`src/rtl/uart_paket.sv`:
```
// Shared definitions for the parametrised UART transmitter: FSM states,
// data-width and parity encodings, line levels and a data-mask helper.
package uart_paket;

  localparam logic HIGH = 1'b1;
  localparam logic LOW  = 1'b0;

  typedef enum logic [2:0] {
    BOSTA,
    BASLA,
    VERI,
    PARITE,
    DUR
  } durum_t;

  typedef enum logic [1:0] {
    VERI_5 = 2'b00,
    VERI_6 = 2'b01,
    VERI_7 = 2'b10,
    VERI_8 = 2'b11
  } veri_bit_t;

  typedef enum logic [1:0] {
    PAR_YOK   = 2'b00,
    PAR_CIFT  = 2'b01,
    PAR_TEK   = 2'b10,
    PAR_YOK_2 = 2'b11
  } parite_t;

  // Mask that keeps only the data bits actually sent for a given width code.
  function automatic logic [7:0] veri_maske(input logic [1:0] veri_bit);
    logic [7:0] maske;
    unique case (veri_bit)
      VERI_5:  maske = 8'h1F;
      VERI_6:  maske = 8'h3F;
      VERI_7:  maske = 8'h7F;
      default: maske = 8'hFF;
    endcase
    return maske;
  endfunction

endpackage

```
`src/rtl/uart_verici_fifo.sv`:
```
// Synchronous TX FIFO with occupancy count and show-ahead read data.
module uart_verici_fifo #(
  parameter  int DERINLIK = 8,
  parameter  int W        = 8,
  localparam int ADR_W    = $clog2(DERINLIK),
  localparam int SAYAC_W  = ADR_W + 1
) (
  input  logic               clk_i,
  input  logic               rst_i,
  input  logic               push_i,
  input  logic               pop_i,
  input  logic [W-1:0]       veri_i,
  output logic [W-1:0]       veri_o,
  output logic [SAYAC_W-1:0] sayi_o
);

  logic [W-1:0]       bellek [DERINLIK];
  logic [ADR_W-1:0]   yaz_ptr;
  logic [ADR_W-1:0]   oku_ptr;
  logic [SAYAC_W-1:0] sayi;
  logic               yaz;
  logic               oku;

  assign yaz = push_i && (sayi != SAYAC_W'(DERINLIK));
  assign oku = pop_i && (sayi != '0);

  // NOTE: storage has no reset; the pointers and count define which entries are valid.
  always_ff @(posedge clk_i) begin
    if (yaz) bellek[yaz_ptr] <= veri_i;
  end

  // NOTE: sequential state uses non-blocking assignments so every register samples pre-edge values.
  always_ff @(posedge clk_i or posedge rst_i) begin
    if (rst_i) begin
      yaz_ptr <= '0;
      oku_ptr <= '0;
      sayi    <= '0;
    end else begin
      if (yaz) yaz_ptr <= yaz_ptr + ADR_W'(1);
      if (oku) oku_ptr <= oku_ptr + ADR_W'(1);
      unique case ({yaz, oku})
        2'b10:   sayi <= sayi + SAYAC_W'(1);
        2'b01:   sayi <= sayi - SAYAC_W'(1);
        default: sayi <= sayi;
      endcase
    end
  end

  assign veri_o = bellek[oku_ptr];
  assign sayi_o = sayi;

endmodule

```
`src/rtl/uart_verici_param.sv`:
```
// Parametrised UART transmitter (5-8 data bits, none/even/odd parity, 1/2 stop).
// Define UART_VERICI_FIFO_EN to buffer words in a FIFO instead of one holding register.
module uart_verici_param
  import uart_paket::*;
#(
  parameter int BAUD_W        = 16,
  parameter int FIFO_DERINLIK = 8
) (
  input  logic                           clk_i,
  input  logic                           rst_i,
  input  logic                           tx_en_i,
  input  logic                           veri_gecerli_i,
  output logic                           veri_hazir_o,
  input  logic [7:0]                     veri_i,
  input  logic [BAUD_W-1:0]              baud_div_i,
  input  logic [1:0]                     veri_bit_i,
  input  logic [1:0]                     parite_i,
  input  logic                           dur_bit_i,
  output logic                           tx_o,
  output logic                           mesgul_o,
  output logic                           bitti_o,
  output logic [$clog2(FIFO_DERINLIK):0] doluluk_o
);

  localparam int SAYAC_W = $clog2(FIFO_DERINLIK) + 1;

  logic               push;
  logic               pop;
  logic               tampon_dolu_var;
  logic [7:0]         tampon_veri;
  logic [SAYAC_W-1:0] sayi;

  assign push = veri_gecerli_i && veri_hazir_o;

`ifdef UART_VERICI_FIFO_EN
  uart_verici_fifo #(
    .DERINLIK (FIFO_DERINLIK),
    .W        (8)
  ) u_fifo (
    .clk_i  (clk_i),
    .rst_i  (rst_i),
    .push_i (push),
    .pop_i  (pop),
    .veri_i (veri_i),
    .veri_o (tampon_veri),
    .sayi_o (sayi)
  );

  assign veri_hazir_o = (sayi != SAYAC_W'(FIFO_DERINLIK));
`else
  logic       tutucu_dolu;
  logic [7:0] tutucu;

  // Holding register frees as soon as its word moves into the shift register.
  always_ff @(posedge clk_i or posedge rst_i) begin
    if (rst_i) begin
      tutucu_dolu <= 1'b0;
      tutucu      <= '0;
    end else if (push) begin
      tutucu_dolu <= 1'b1;
      tutucu      <= veri_i;
    end else if (pop) begin
      tutucu_dolu <= 1'b0;
    end
  end

  assign tampon_veri  = tutucu;
  assign sayi         = SAYAC_W'(tutucu_dolu);
  assign veri_hazir_o = !tutucu_dolu;
`endif

  assign tampon_dolu_var = (sayi != '0);
  assign doluluk_o       = sayi;

  durum_t              durum_q, durum_d;
  logic [BAUD_W-1:0]   sayac_q;
  logic [BAUD_W-1:0]   div_m1_q;
  logic [2:0]          idx_q;
  logic [2:0]          son_veri_q;
  logic [7:0]          kaydirma_q;
  logic                par_en_q;
  logic                par_bit_q;
  logic                dur2_q;
  logic                tx_q, tx_d;
  logic                bit_son;
  logic                basla_ok;
  logic                bitti;

  assign bit_son  = (durum_q != BOSTA) && (sayac_q == div_m1_q);
  assign basla_ok = tx_en_i && tampon_dolu_var;

  always_ff @(posedge clk_i or posedge rst_i) begin
    if (rst_i) durum_q <= BOSTA;
    else       durum_q <= durum_d;
  end

  // NOTE: every combinational output gets a default first so no path infers a latch.
  always_comb begin
    durum_d = durum_q;
    tx_d    = tx_q;
    pop     = 1'b0;
    bitti   = 1'b0;
    unique case (durum_q)
      BOSTA: begin
        if (basla_ok) begin
          durum_d = BASLA;
          tx_d    = LOW;
          pop     = 1'b1;
        end else begin
          tx_d = HIGH;
        end
      end
      BASLA: begin
        if (bit_son) begin
          durum_d = VERI;
          tx_d    = kaydirma_q[0];
        end
      end
      VERI: begin
        if (bit_son) begin
          if (idx_q == son_veri_q) begin
            durum_d = par_en_q ? PARITE : DUR;
            tx_d    = par_en_q ? par_bit_q : HIGH;
          end else begin
            tx_d = kaydirma_q[1];
          end
        end
      end
      PARITE: begin
        if (bit_son) begin
          durum_d = DUR;
          tx_d    = HIGH;
        end
      end
      DUR: begin
        if (bit_son && (idx_q == {2'b00, dur2_q})) begin
          bitti = 1'b1;
          // Back-to-back frames start straight from the last stop clock.
          if (basla_ok) begin
            durum_d = BASLA;
            tx_d    = LOW;
            pop     = 1'b1;
          end else begin
            durum_d = BOSTA;
            tx_d    = HIGH;
          end
        end
      end
      default: begin
        durum_d = BOSTA;
        tx_d    = HIGH;
      end
    endcase
  end

  always_ff @(posedge clk_i or posedge rst_i) begin
    if (rst_i) begin
      tx_q       <= HIGH;
      sayac_q    <= '0;
      div_m1_q   <= '0;
      idx_q      <= '0;
      son_veri_q <= '0;
      kaydirma_q <= '0;
      par_en_q   <= 1'b0;
      par_bit_q  <= 1'b0;
      dur2_q     <= 1'b0;
    end else begin
      tx_q <= tx_d;
      if (pop) begin
        // Frame format is frozen here; later input changes wait for the next frame.
        sayac_q    <= '0;
        idx_q      <= '0;
        kaydirma_q <= tampon_veri;
        div_m1_q   <= (baud_div_i == '0) ? '0 : baud_div_i - BAUD_W'(1);
        son_veri_q <= 3'd4 + {1'b0, veri_bit_i};
        par_en_q   <= (parite_i == PAR_CIFT) || (parite_i == PAR_TEK);
        par_bit_q  <= (^(tampon_veri & veri_maske(veri_bit_i))) ^ (parite_i == PAR_TEK);
        dur2_q     <= dur_bit_i;
      end else if (bit_son) begin
        sayac_q <= '0;
        idx_q   <= (durum_d != durum_q) ? 3'd0 : idx_q + 3'd1;
        if (durum_q == VERI) kaydirma_q <= kaydirma_q >> 1;
      end else if (durum_q != BOSTA) begin
        sayac_q <= sayac_q + BAUD_W'(1);
      end
    end
  end

  assign tx_o     = tx_q;
  assign mesgul_o = (durum_q != BOSTA);
  assign bitti_o  = bitti;

endmodule

```
`config.mk`:
```
export PLATFORM = sky130hd
export DESIGN_NAME = uart_verici_param
export DESIGN_NICKNAME = d
export VERILOG_FILES = /design/src/rtl/uart_paket.sv /design/src/rtl/uart_verici_fifo.sv /design/src/rtl/uart_verici_param.sv
export SDC_FILE = /design/constraint.sdc
export NUM_CORES = 1
export LEC_CHECK = 0
export ABC_AREA = 1
export CAP_MARGIN = 20
export CORE_ASPECT_RATIO = 1.1
export CORE_MARGIN = 2
export CORE_UTILIZATION = 45
export DETAILED_ROUTE_END_ITERATION = 10
export MAX_ROUTING_LAYER = met4
export PLACE_DENSITY = 0.71
export SLEW_MARGIN = 0
export SYNTH_ARGS = -nofsm -noshare
export SYNTH_HDL_FRONTEND = slang
export SYNTH_SLANG_ARGS = --single-unit
```
`constraint.sdc`:
```
create_clock -name clk_i -period 5.32 [get_ports clk_i]
set_input_delay 1.596 -clock clk_i [delete_from_list [all_inputs] [get_ports clk_i]]
set_output_delay 1.596 -clock clk_i [all_outputs]
set_load 0.005 [all_outputs]
```
==> results.ini <==
[logic_synthesis]
synthTopCellsByCount=nand2_1 (149), inv_1 (68), dfrtp_1 (61), nor2_1 (55), nand3_1 (31)
async_flop_share=1.00
synth_edf_count=0
synth_area_per_cell_sq_um=7.45
yosys_warnings=0
ys_ff_latch=62
yosysSeqAreaShare=0.406
synth.largest_area_cell=dfrtp_1
synth-main-ff-cell=dfrtp_1
synthesis.instances=514
netlist-cell-type-count=38
synth_most_common_cell=nand2_1
yosysTopAreaCellShare=0.399
netlist_area_sq_mm=0.00383
synth_area_leaders=dfrtp_1 (40%), nand2_1 (15%), inv_1 (6.7%)

[timing]
fin_skew_ns=0.0154
setup_viol_count_final=0
slew_viol_final=0
fin_ws_ns=1.39
worst_pin_slew_ns=0.744
slew_headroom=0.503
post-route-period-util=0.739
finalHoldViolations=0
rsz0062_at_grt=false
finalSetupTns_ns=0
period_needed_ns=3.93
hold_ws_ns=0.483
fmax_mhz=254

[worst_hold_path]
hold_class=flip-flop to flip-flop

[global_routing]
grt_use_total=0.199
overflow=0
grt_pass1_wl_mm=14.3
antenna_found_initial=0
grt_pass1_vias=3153
grt_max_degree=37

[cts]
h-tree-depth=3
cts_tree=yes
postCtsResizedCells=0
cts_sinks=62
cts_buffers=9
cts_setup_buffers=0
hold_buffers=0
cts_buffer_depth=2
path_clk_slew_ns=0.07
worst_skew_pair.late_latency_ns=0.36
ctsRootBufferMaster=clkbuf_8

[setup_path]
cpPeakStageDelay_ns=0.50
path_max_fanout=5
arrival_ns=2.34
cp_num_buf_inv=2
crit_type=flip-flop to output port
cp_data_required_time_ns=3.72
cp-end-kind=output port
critPathSlowestCell=clkdlybuf4s50_1
path_common_cell=nand2_1
crit_path_start_kind=flip-flop
reg2reg_slack_ns=2.86
cp_cell_sequence=inv_2 > nand2_1 > nand2_1 > nor2_1 > nand2_1 > nor2_4 > nand2_4 > nor2_8 > nand2_2 > nor2_1 > clkdlybuf4s50_1
critPathTopFamily=simple AND/OR/NAND/NOR gates

[layout]
fin_nets=593
area_delta_synth_final_pct=17.1
fin_cells=672
drive_above_1_share=0.0998
num_antenna_cells=0
design_area_sq_mm=0.00448
post-route-util=0.539
fill_cells=781

[place]
place_hpwl_mm=6.34
pre_cts_slack_ns=1.58
io_buffers=37
gp_congestion=0.875
placedCellCount=656
place_area_sq_mm=0.00428

[power_and_ir_drop]
finalPower_mw=0.960
peakVddDrop_mv=0.181
swShare=0.249
p_per_area_mw_per_mm2=214
switchingPower_mw=0.239
p_leak_nw=2.19
internal-power_mw=0.721
comb_power_share=0.058
power.clock.fraction=0.451
pwr-share-seq=0.491

[floorplanning]
coreArea_sq_mm=0.00832
floorplan.initialDensity=0.460
die_h_microns=101
rows=35
die_area_sq_mm=0.00926
num_io_pins=41
floorplan.die.width_microns=91.9

[status]
status=completed

[drt]
drc=0
drt-total-wl_mm=8.29
firstDrtPassIters=4
wire_per_inst_microns=12.3
drt-initial-drc-count=188
ant_nets=0
viasPerCell=4.94
vias=3320

[job]
cap_violations=0

-- per-layer routing --
layer	vias to the layer above	global-route usage	share of wire
met5	-	-	0
met4	0	0.0712	0.017
met3	13	0.0359	0.044
met2	65	0.310	0.46
met1	1534	0.264	0.48
li1	1708	-	-
-- path summary, 6_finish.rpt --
check	to	from	depth (start not counted)
worst min-delay path	kaydirma_q[7]$_DFFE_PP0P_	kaydirma_q[7]$_DFFE_PP0P_	2
worst min register to register	kaydirma_q[7]$_DFFE_PP0P_	kaydirma_q[7]$_DFFE_PP0P_	2
worst max-delay path	bitti_o	sayac_q[4]$_DFFE_PP0P_	11
max in group asynchronous	div_m1_q[15]$_DFFE_PP0P_	rst_i	3
min in group asynchronous	idx_q[0]$_DFFE_PP0P_	rst_i	2
worst max register to register	sayac_q[0]$_DFFE_PP0P_	sayac_q[4]$_DFFE_PP0P_	15
-- final cells by class --
class / instances / area (sq um) / area share
flip-flops and latches: 62 / 1550 / 0.346
clock buffers: 9 / 124 / 0.0276
multi-input cells: 370 / 1930 / 0.430
well taps: 111 / 139 / 0.0310
clock inverters: 7 / 80.1 / 0.0179
inverters: 75 / 284 / 0.0633
repair buffers: 38 / 378 / 0.0843
-- layout by cell type, fill, tap and decap left out, types with 11 or more instances in the layout --
cell type,instances
a21oi_1,11
clkdlybuf4s50_1,37
dfrtp_1,61
inv_1,67
nand2_1,149
nand3_1,31
nor2_1,55
nor3_1,12
o21ai_0,14
xor2_1,25
-- worst reg2reg max path, delay by kind of cell (launching register included) --
kind,cells,cell delay (ns)
buffers and inverters,2,0.24
DFF,1,0.43
and+or+nand+nor,12,1.58
AOI/OAI and AO/OA,1,0.08
-- power groups by stage --
stage	Sequential, mW	Clock [mW]	Combinational [mW]
2_1_floorplan	0.480	0	0.0237
3_3_place_gp	0.480	0	0.0559
3_5_place_dp	0.480	0	0.0565
4_1_cts	0.471	0.440	0.0568
5_1_grt	0.471	0.460	0.0623
6_report	0.471	0.433	0.0556
-- state kept, by name (all words and copies together), names as in the netlist --
signal,cells
div_m1_q,16
kaydirma_q,8
sayac_q,16
tampon_veri,8
par_en_q,1
par_bit_q,1
tx_o,1
dur2_q,1
tampon_dolu_var,1
durum_q,3
son_veri_q,3
idx_q,3
-- logic make-up after synthesis --
group	share of synthesized area
buf+inv	0.0931
fa+ha+maj	0.0131
mux	0.0206
other cells	0.000979
compound gates	0.0804
simple gates	0.311
flops	0.406
xor+xnor	0.0755
Power figures use the tool's default switching activity.
